**src/rtl/dds_serial_rx.sv**
```systemverilog
// Serial-load responder for the DDS control interface. It synchronizes the
// W_CLK/FQ_UD/DATA/RESET lines, assembles a 40-bit frame and commits its fields on FQ_UD.
module dds_serial_rx #(
    parameter int SYNC_STAGES = 2,
    parameter int FRAME_BITS  = 40
) (
    input  logic        clk,
    input  logic        reset,
    input  logic        W_CLK,
    input  logic        FQ_UD,
    input  logic        DATA,
    input  logic        RESET,
    output logic [31:0] freq_word,
    output logic [1:0]  ctrl_bits,
    output logic        power_down,
    output logic [4:0]  phase_word,
    output logic        word_valid,
    output logic        frame_err,
    output logic [5:0]  bit_count,
    output logic        busy
);

    localparam logic [5:0] FRAME_CNT = 6'(FRAME_BITS);
    localparam logic [5:0] COUNT_MAX = 6'd63;

    logic [SYNC_STAGES-1:0] wclkSync_q, fqudSync_q, dataSync_q, rstSync_q;
    logic                   wclkDly_q, fqudDly_q;

    logic [FRAME_BITS-1:0]  shreg_q, shreg_d;
    logic [5:0]             count_q, count_d;
    logic [31:0]            freq_q, freq_d;
    logic [1:0]             ctrl_q, ctrl_d;
    logic                   pd_q, pd_d;
    logic [4:0]             phase_q, phase_d;
    logic                   valid_q, valid_d;
    logic                   err_q, err_d;

    logic wclkSyn, fqudSyn, dataSyn, rstSyn;
    logic wclkRise, fqudRise;

    assign wclkSyn  = wclkSync_q[SYNC_STAGES-1];
    assign fqudSyn  = fqudSync_q[SYNC_STAGES-1];
    assign dataSyn  = dataSync_q[SYNC_STAGES-1];
    assign rstSyn   = rstSync_q[SYNC_STAGES-1];
    assign wclkRise = wclkSyn & ~wclkDly_q;
    assign fqudRise = fqudSyn & ~fqudDly_q;

    // Edge-detect delay registers track even under DDS reset, so a line that is
    // already high when RESET drops never produces a spurious edge.
    always_ff @(posedge clk or negedge reset) begin
        if (!reset) begin
            wclkSync_q <= '0;
            fqudSync_q <= '0;
            dataSync_q <= '0;
            rstSync_q  <= '0;
            wclkDly_q  <= 1'b0;
            fqudDly_q  <= 1'b0;
        end else begin
            wclkSync_q <= {wclkSync_q[SYNC_STAGES-2:0], W_CLK};
            fqudSync_q <= {fqudSync_q[SYNC_STAGES-2:0], FQ_UD};
            dataSync_q <= {dataSync_q[SYNC_STAGES-2:0], DATA};
            rstSync_q  <= {rstSync_q[SYNC_STAGES-2:0], RESET};
            wclkDly_q  <= wclkSyn;
            fqudDly_q  <= fqudSyn;
        end
    end

    // A coincident W_CLK edge is shifted in before the FQ_UD count check and commit.
    always_comb begin
        shreg_d = shreg_q;
        count_d = count_q;
        freq_d  = freq_q;
        ctrl_d  = ctrl_q;
        pd_d    = pd_q;
        phase_d = phase_q;
        valid_d = 1'b0;
        err_d   = 1'b0;
        if (rstSyn) begin
            shreg_d = '0;
            count_d = '0;
            freq_d  = '0;
            ctrl_d  = '0;
            pd_d    = 1'b0;
            phase_d = '0;
        end else begin
            if (wclkRise) begin
                shreg_d = {dataSyn, shreg_q[FRAME_BITS-1:1]};
                if (count_q != COUNT_MAX) begin
                    count_d = count_q + 6'd1;
                end
            end
            if (fqudRise) begin
                if (count_d == FRAME_CNT) begin
                    freq_d  = shreg_d[31:0];
                    ctrl_d  = shreg_d[33:32];
                    pd_d    = shreg_d[34];
                    phase_d = shreg_d[39:35];
                    valid_d = 1'b1;
                end else begin
                    err_d = 1'b1;
                end
                count_d = '0;
            end
        end
    end

    always_ff @(posedge clk or negedge reset) begin
        if (!reset) begin
            shreg_q <= '0;
            count_q <= '0;
            freq_q  <= '0;
            ctrl_q  <= '0;
            pd_q    <= 1'b0;
            phase_q <= '0;
            valid_q <= 1'b0;
            err_q   <= 1'b0;
        end else begin
            shreg_q <= shreg_d;
            count_q <= count_d;
            freq_q  <= freq_d;
            ctrl_q  <= ctrl_d;
            pd_q    <= pd_d;
            phase_q <= phase_d;
            valid_q <= valid_d;
            err_q   <= err_d;
        end
    end

    assign freq_word  = freq_q;
    assign ctrl_bits  = ctrl_q;
    assign power_down = pd_q;
    assign phase_word = phase_q;
    assign word_valid = valid_q;
    assign frame_err  = err_q;
    assign bit_count  = count_q;
    assign busy       = (count_q != 6'd0);

endmodule

```
**config.mk**
```make
export PLATFORM = sky130hd
export DESIGN_NAME = dds_serial_rx
export DESIGN_NICKNAME = d
export VERILOG_FILES = /design/src/rtl/dds_serial_rx.sv
export SDC_FILE = /design/constraint.sdc
export NUM_CORES = 1
export LEC_CHECK = 0
export ABC_CLOCK_PERIOD_IN_PS = 2400
export CORE_MARGIN = 2
export CORE_UTILIZATION = 40
export DETAILED_ROUTE_END_ITERATION = 6
export GPL_TIMING_DRIVEN = 1
export PLACE_DENSITY = 0.58
export SYNTH_ARGS = -nofsm -noshare
export SYNTH_HDL_FRONTEND = slang
export SYNTH_SLANG_ARGS = --single-unit
```
**constraint.sdc**
```tcl
create_clock -name clk -period 2.4 [get_ports clk]
set_input_delay 0.48 -clock clk [delete_from_list [all_inputs] [get_ports clk]]
set_output_delay 0.48 -clock clk [all_outputs]
set_load 0.05 [all_outputs]
```
==> results of run 1 <==
==> registers in the layout, summed over array words and instances (netlist names) <==
| name | flops |
|---|---|
| bit_count | 6 |
| ctrl_bits | 2 |
| dataSync_q | 2 |
| fqudDly_q | 1 |
| fqudSync_q | 2 |
| frame_err | 1 |
| freq_word | 32 |
| phase_word | 5 |
| power_down | 1 |
| rstSync_q | 2 |
| shreg_q | 40 |
| wclkDly_q | 1 |
| wclkSync_q | 2 |
| word_valid | 1 |
==> cell type report <==
type	instances	area share
Clock buffer	12	0.0297
Multi-Input combinational cell	247	0.326
Inverter	3	0.00215
Tap cell	136	0.0325
Timing Repair Buffer	67	0.131
Sequential cell	98	0.470
Clock inverter	4	0.00933
==> metal layers <==
layer | wire [microns] | GRT usage | up-vias
met3 | 232 | 0.0315 | 9
met4 | 118 | 0.0612 | 0
li1 | - | - | 1334
met1 | 3970 | 0.222 | 1376
met5 | 0 | 0 | -
met2 | 3930 | 0.236 | 44
==> kinds of logic after synthesis <==
family	after synthesis	share of synthesized area
xor gates and xnor gates	3	0.00616
adders and majority gates	2	0.00586
AOI/OAI and AO/OA	50	0.0672
DFF	98	0.575
buffers and inverters	29	0.0334
and+or+nand+nor	150	0.167
muxes	42	0.145
==> cells in the mapped netlist, types with 3 or more instances <==
| cell type | count | share of area |
|---|---|---|
| buf_6 | 4 | 0.011 |
| nand2b_1 | 3 | 0.0044 |
| inv_1 | 3 | 0.0026 |
| a21oi_1 | 41 | 0.048 |
| nand3_1 | 4 | 0.0047 |
| mux2_4 | 40 | 0.14 |
| clkbuf_1 | 19 | 0.017 |
| dfrtp_1 | 98 | 0.57 |
| nor2b_1 | 41 | 0.060 |
| nand2_1 | 86 | 0.076 |
| buf_2 | 3 | 0.0035 |
| nor2_1 | 6 | 0.0053 |
==> worst max-delay path by stage <==
stage,cells past startpoint,end,start,slack [ps]
2_1_floorplan,7,ctrl_bits[0],bit_count[0],30
3_3_place_gp,7,freq_word[20],bit_count[0],130
3_5_place_dp,7,freq_word[24],bit_count[0],60
5_1_grt,7,freq_word[24],bit_count[0],0.2
6_report,1,bit_count[3],bit_count[3],100
4_1_cts,7,freq_word[24],bit_count[0],50
==> report_power, final <==
part	switching (mW)	internal [mW]
Sequential	0.0132	1.66
Clock	0.560	0.540
Combinational	0.0953	0.0366
==> per-stage QoR <==
| stage | utilization | cell area (sq um) | hold WS [ps] |
|---|---|---|---|
| after floorplan | - | 4270 | 184 |
| after global placement | 0.486 | 5010 | 333 |
| after detailed placement | 0.486 | 5010 | 340 |
| after CTS | 0.505 | 5220 | 50.9 |
| after global routing | 0.507 | 5230 | 58.3 |
| final | 0.507 | 5230 | 45.7 |
==> timing repair <==
action	in CTS	in global routing
hold buffers	0	0
endpoints found under the hold margin	0	0
endpoints found under the setup margin	1	35
resized for setup	1	2
pin swaps	0	1
==> impl_results.md, run 1 <==
* Pre-antenna DRT Iters at 4
* Tcrit/Tclk final at 0.959
* Worst path bufs/invs at 1
* First-pass GRT wire length at approximately 14000 microns
* Max clock buf depth at 2
* Max cap viols at 0
* Starting density of the core at 0.413
* CTS tree: built
* Core Box Area at about 10000 sq um
* CP endpoint kind: primary output
* Synth Instances at between 300 and 400
* Status: completed
* Post-route non-filler standard cell count at between 500 and 600
* Setup WS post-layout at 97.7 ps
* Synth cell types at 31
* Avg Cell Area, Syn at between 10 and 15 sq um
* Clock-pin slew on the worst setup and hold paths at about 90 ps
* Setup repair after global routing missed its margin: no
* CTS Buf Count at 9
* DIE WIDTH at approximately 110 microns
* Total Power at slightly below 3 mW
* GRT Overall Usage at 0.157
* Critical Setup Path Class: flop to primary output
* CTS root buf: clkbuf_8
* H-tree depth at 3
* Reg2reg end: freq_word[24]
* DR vias at about 2.8k
* FF+latch count, synth at 98
* Routed WL at 8250 microns
* GP Congestion at 0.849
* Final min period at about 2300 ps
* # setup viols final at 0
* Slew Limit Fails at 0
* Total leakage power at around 2.4 nW
* Ys flop type: dfrtp_1
* Fillers at 913
* DIE HEIGHT at between 100 and 150 microns
* I/O Buffers at 54
* IO Pins at 55
* # clock sinks at 98
* Startpoint Class: flop
* Post-synthesis sequential area ratio at 0.575
* Ys async rst share at 1.00
* Pre-CTS setup slack at ~60 ps
* Nets at 434
* Average routed wire per standard cell at about 15 microns
* Post-CTS Setup Repair Bufs at 0
* Reg2reg path depth at 7
* Multi-input logic area at between 1500 and 2000 sq um
* Worst r2r src: bit_count[0]
* Actual slew at the worst max-slew pin at around 530 ps
* Hold Crit Class: input port to asynchronous set/reset pin
* Commonest non-fill, non-tap cell in the layout: dfrtp_1
* Global route overflow at 0
* Die ar. at between 10000 and 15000 sq um
* # DRC at 0
* Vias/cell at between 4 and 5
* R2R Setup Slk at 100 ps
* # rows at 37
* Worst Skew at roughly 14 ps
* Post-synth EDFFs at 0
* CP max-delay cell: clkdlybuf4s50_1
* P per Cell Area at 556 nW/um^2
* Max VDD drop at between 0.0002 and 0.00025 V
* Largest net degree at the start of global routing at a little over 40
* Peak Freq at 434 MHz
* Fraction of final layout cells sized beyond drive strength 1 at 0.183
* Final hold viol count at 0
* Worst Path Required at approximately 1900 ps
* FF+latch area at 2460 sq um
* Synthesis-to-layout area growth at 22.6%
* Yosys warns at 0
* Starting DRT DRC Count at roughly 140
* Critical path arrival at ~1800 ps
* Synthesized Nets at between 300 and 400
* Number of nets with antenna violations after routing at 0
* Skew-Pair Late Insertion Delay at approximately 370 ps
* Placed insts at ~550
* Worst-path maximum fanout at 10
* Post-DP HPWL at between 5000 and 6000 microns
* Mapped Area at ~4300 sq um
* Critical path cell sequence: clkdlybuf4s50_1
* Peak per-stage delay on the critical path at ~880 ps
* CP top delay family: buffers and inverters
* Slew Limit Headroom at 0.644
* Antenna diodes at 0
* Initial antenna violation count at 0
* Setup_tns at 0 ps
* Vias in the first global route at 2818
* Highest-count cells in the layout ignoring fill and taps: 95 x dfrtp_1, 86 x nand2_1, 52 x clkdlybuf4s50_1
Power figures use the tool's default switching activity.
==> run 2: changes to the inputs <==
--- a/config.mk
+++ b/config.mk
@@ -10,7 +10,8 @@
 export CORE_UTILIZATION = 40
 export DETAILED_ROUTE_END_ITERATION = 6
 export GPL_TIMING_DRIVEN = 1
-export PLACE_DENSITY = 0.58
+export HOLD_SLACK_MARGIN = 0.03
+export SKIP_LAST_GASP = 1
 export SYNTH_ARGS = -nofsm -noshare
 export SYNTH_HDL_FRONTEND = slang
 export SYNTH_SLANG_ARGS = --single-unit
==> impl_results.md, run 2 (same netlist as run 1, synthesis figures left out) <==
* CP endpoint kind: flop (was primary output)
* Global route overflow at 0 (unchanged)
* # setup viols final at 0 (unchanged)
* Starting density of the core at 0.413 (unchanged)
* # rows at 37 (unchanged)
* Total leakage power at 2.39 nW (was 2.42 nW)
* Commonest non-fill, non-tap cell in the layout: dfrtp_1 (unchanged)
* P per Cell Area at 536 nW/um^2 (was 556 nW/um^2)
* DR vias at 2726 (was 2763)
* Core Box Area at 10300 sq um (unchanged)
* Die ar. at 11500 sq um (unchanged)
* Largest Register: shreg_q (unchanged)
* CTS tree: built (unchanged)
* Final min period at 2280 ps (was 2300 ps)
* Routed WL at 7960 microns (was 8250 microns)
* Tcrit/Tclk final at 0.949 (was 0.959)
* Final hold viol count at 0 (unchanged)
* Total Power at 2.77 mW (was 2.91 mW)
* Critical Setup Path Class: flop to flop (was flop to primary output)
* Fraction of final layout cells sized beyond drive strength 1 at 0.175 (was 0.183)
* Setup repair after global routing missed its margin: no (unchanged)
* Startpoint Class: flop (unchanged)
* Placed insts at 547 (was 551)
* Largest net degree at the start of global routing at 84 (was 41)
* Placed cell area at 4980 sq um (was 5010 sq um)
* Max FFs per register at 40 (unchanged)
* Max cap viols at 0 (unchanged)
* CTS Buf Count at 9 (unchanged)
* Worst-path maximum fanout at 24 (was 10)
* Nets at 431 (was 434)
* Starting DRT DRC Count at 107 (was 142)
* Pre-antenna DRT Iters at 5 (was 4)
* IO Pins at 55 (unchanged)
* Skew-Pair Late Insertion Delay at 350 ps (was 370 ps)
* Highest-count cells in the layout ignoring fill and taps: 95 x dfrtp_1, 86 x nand2_1, 52 x clkdlybuf4s50_1 (unchanged)
* Reg2reg end: freq_word[27] (was freq_word[24])
* CTS root buf: clkbuf_8 (unchanged)
* M2 GR Usage at 0.220 (was 0.236)
* Number of nets with antenna violations after routing at 0 (unchanged)
* GP Congestion at 0.843 (was 0.849)
* # DRC at 0 (unchanged)
* Actual slew at the worst max-slew pin at 662 ps (was 534 ps)
* Met1 Usage GRT at 0.217 (was 0.222)
* Peak Freq at 439 MHz (was 434 MHz)
* Clock-pin slew on the worst setup and hold paths at 90 ps (about the same)
* Setup_tns at 0 ps (unchanged)
* Worst r2r src: bit_count[1] (was bit_count[0])
* Average routed wire per standard cell at 14.1 microns (was 14.5 microns)
* Max clock buf depth at 2 (unchanged)
* H-tree depth at 3 (unchanged)
* R2R Setup Slk at 120 ps (was 100 ps)
* Max VDD drop at 0.000333 V (was 0.000242 V)
* GRT Overall Usage at 0.149 (was 0.157)
* Vias in the first global route at 2737 (was 2818)
* Design area at 5170 sq um (was 5230 sq um)
* GRT Max-Usage Layer: met2 (unchanged)
* Critical path arrival at 2520 ps (was 1820 ps)
* Slew Limit Fails at 0 (unchanged)
* Initial antenna violation count at 0 (unchanged)
* Synthesis-to-layout area growth at 21.3% (was 22.6%)
* Setup WS post-layout at 123 ps (was 97.7 ps)
* Worst Skew at 9.90 ps (was 14.2 ps)
* Hold Crit Class: input port to asynchronous set/reset pin (unchanged)
* Post-route non-filler standard cell count at 564 (was 567)
* Met3 Use GR at 0.0272 (was 0.0315)
* Pre-CTS setup slack at 60.0 ps (was 60.2 ps)
* DIE HEIGHT at 107 microns (unchanged)
* Slew Limit Headroom at 0.559 (was 0.644)
* Reg2reg path depth at 7 (unchanged)
* # clock sinks at 98 (unchanged)
* Status: completed (unchanged)
* Post-layout util at 0.501 (was 0.507)
* I/O Buffers at 54 (unchanged)
* Antenna diodes at 0 (unchanged)
* Post-DP HPWL at 4830 microns (was 5200 microns)
* Worst Path Required at 2640 ps (was 1920 ps)
* First-pass GRT wire length at 13600 microns (was 14100 microns)
* Final hold slack at 156 ps (was 45.7 ps)
* Vias/cell at 4.83 (was 4.87)
* DIE WIDTH at 107 microns (unchanged)
## run 2: power by group
part,internal (mW),switching (mW)
clock network,0.391,0.585
logic,0.0298,0.100
registers,1.66,0.00680
total,2.08,0.692
## run 2: layer usage
metal / vias to the layer above / wire length, microns
met5: - / 0
li1: 1324 / -
met2: 53 / 3680
met4: 0 / 108
met3: 10 / 226
met1: 1339 / 3950
## run 2: worst max-delay path, stage by stage (launching register included)
cell      delay (ps)
dfrtp_2          450
ha_1             230
a21bo_2          220
nor4_1           480
a211oi_4         100
nand3b_4         140
buf_12           220
mux2_4           320
## run 2: repair_timing
item                       in CTS  in global routing
setup endpoints to repair       1                 40
hold endpoints to repair        0                  0
buffers inserted                0                  1
resized for setup               1                  1
pin swaps                       0                  1
hold buffers                    0                  0
## run 2: worst max-delay path by stage
stage | slack, ps | start | to
6_report | 120 | bit_count[1] | freq_word[27]
4_1_cts | 40 | bit_count[0] | freq_word[27]
3_5_place_dp | 60 | bit_count[1] | freq_word[22]
3_3_place_gp | 100 | bit_count[1] | freq_word[19]
5_1_grt | 30 | bit_count[0] | freq_word[28]
2_1_floorplan | 30 | bit_count[0] | ctrl_bits[0]
## run 2: layout make-up
| class | instances | area, sq um |
|---|---|---|
| fill | 935 | 5150 |
| sequential | 98 | 2460 |
| multi-input combinational | 247 | 1700 |
| timing repair buffer | 64 | 662 |
| tap | 136 | 170 |
| clock buffer | 10 | 128 |
| clock inverter | 6 | 48.8 |
| inverter | 3 | 11.3 |
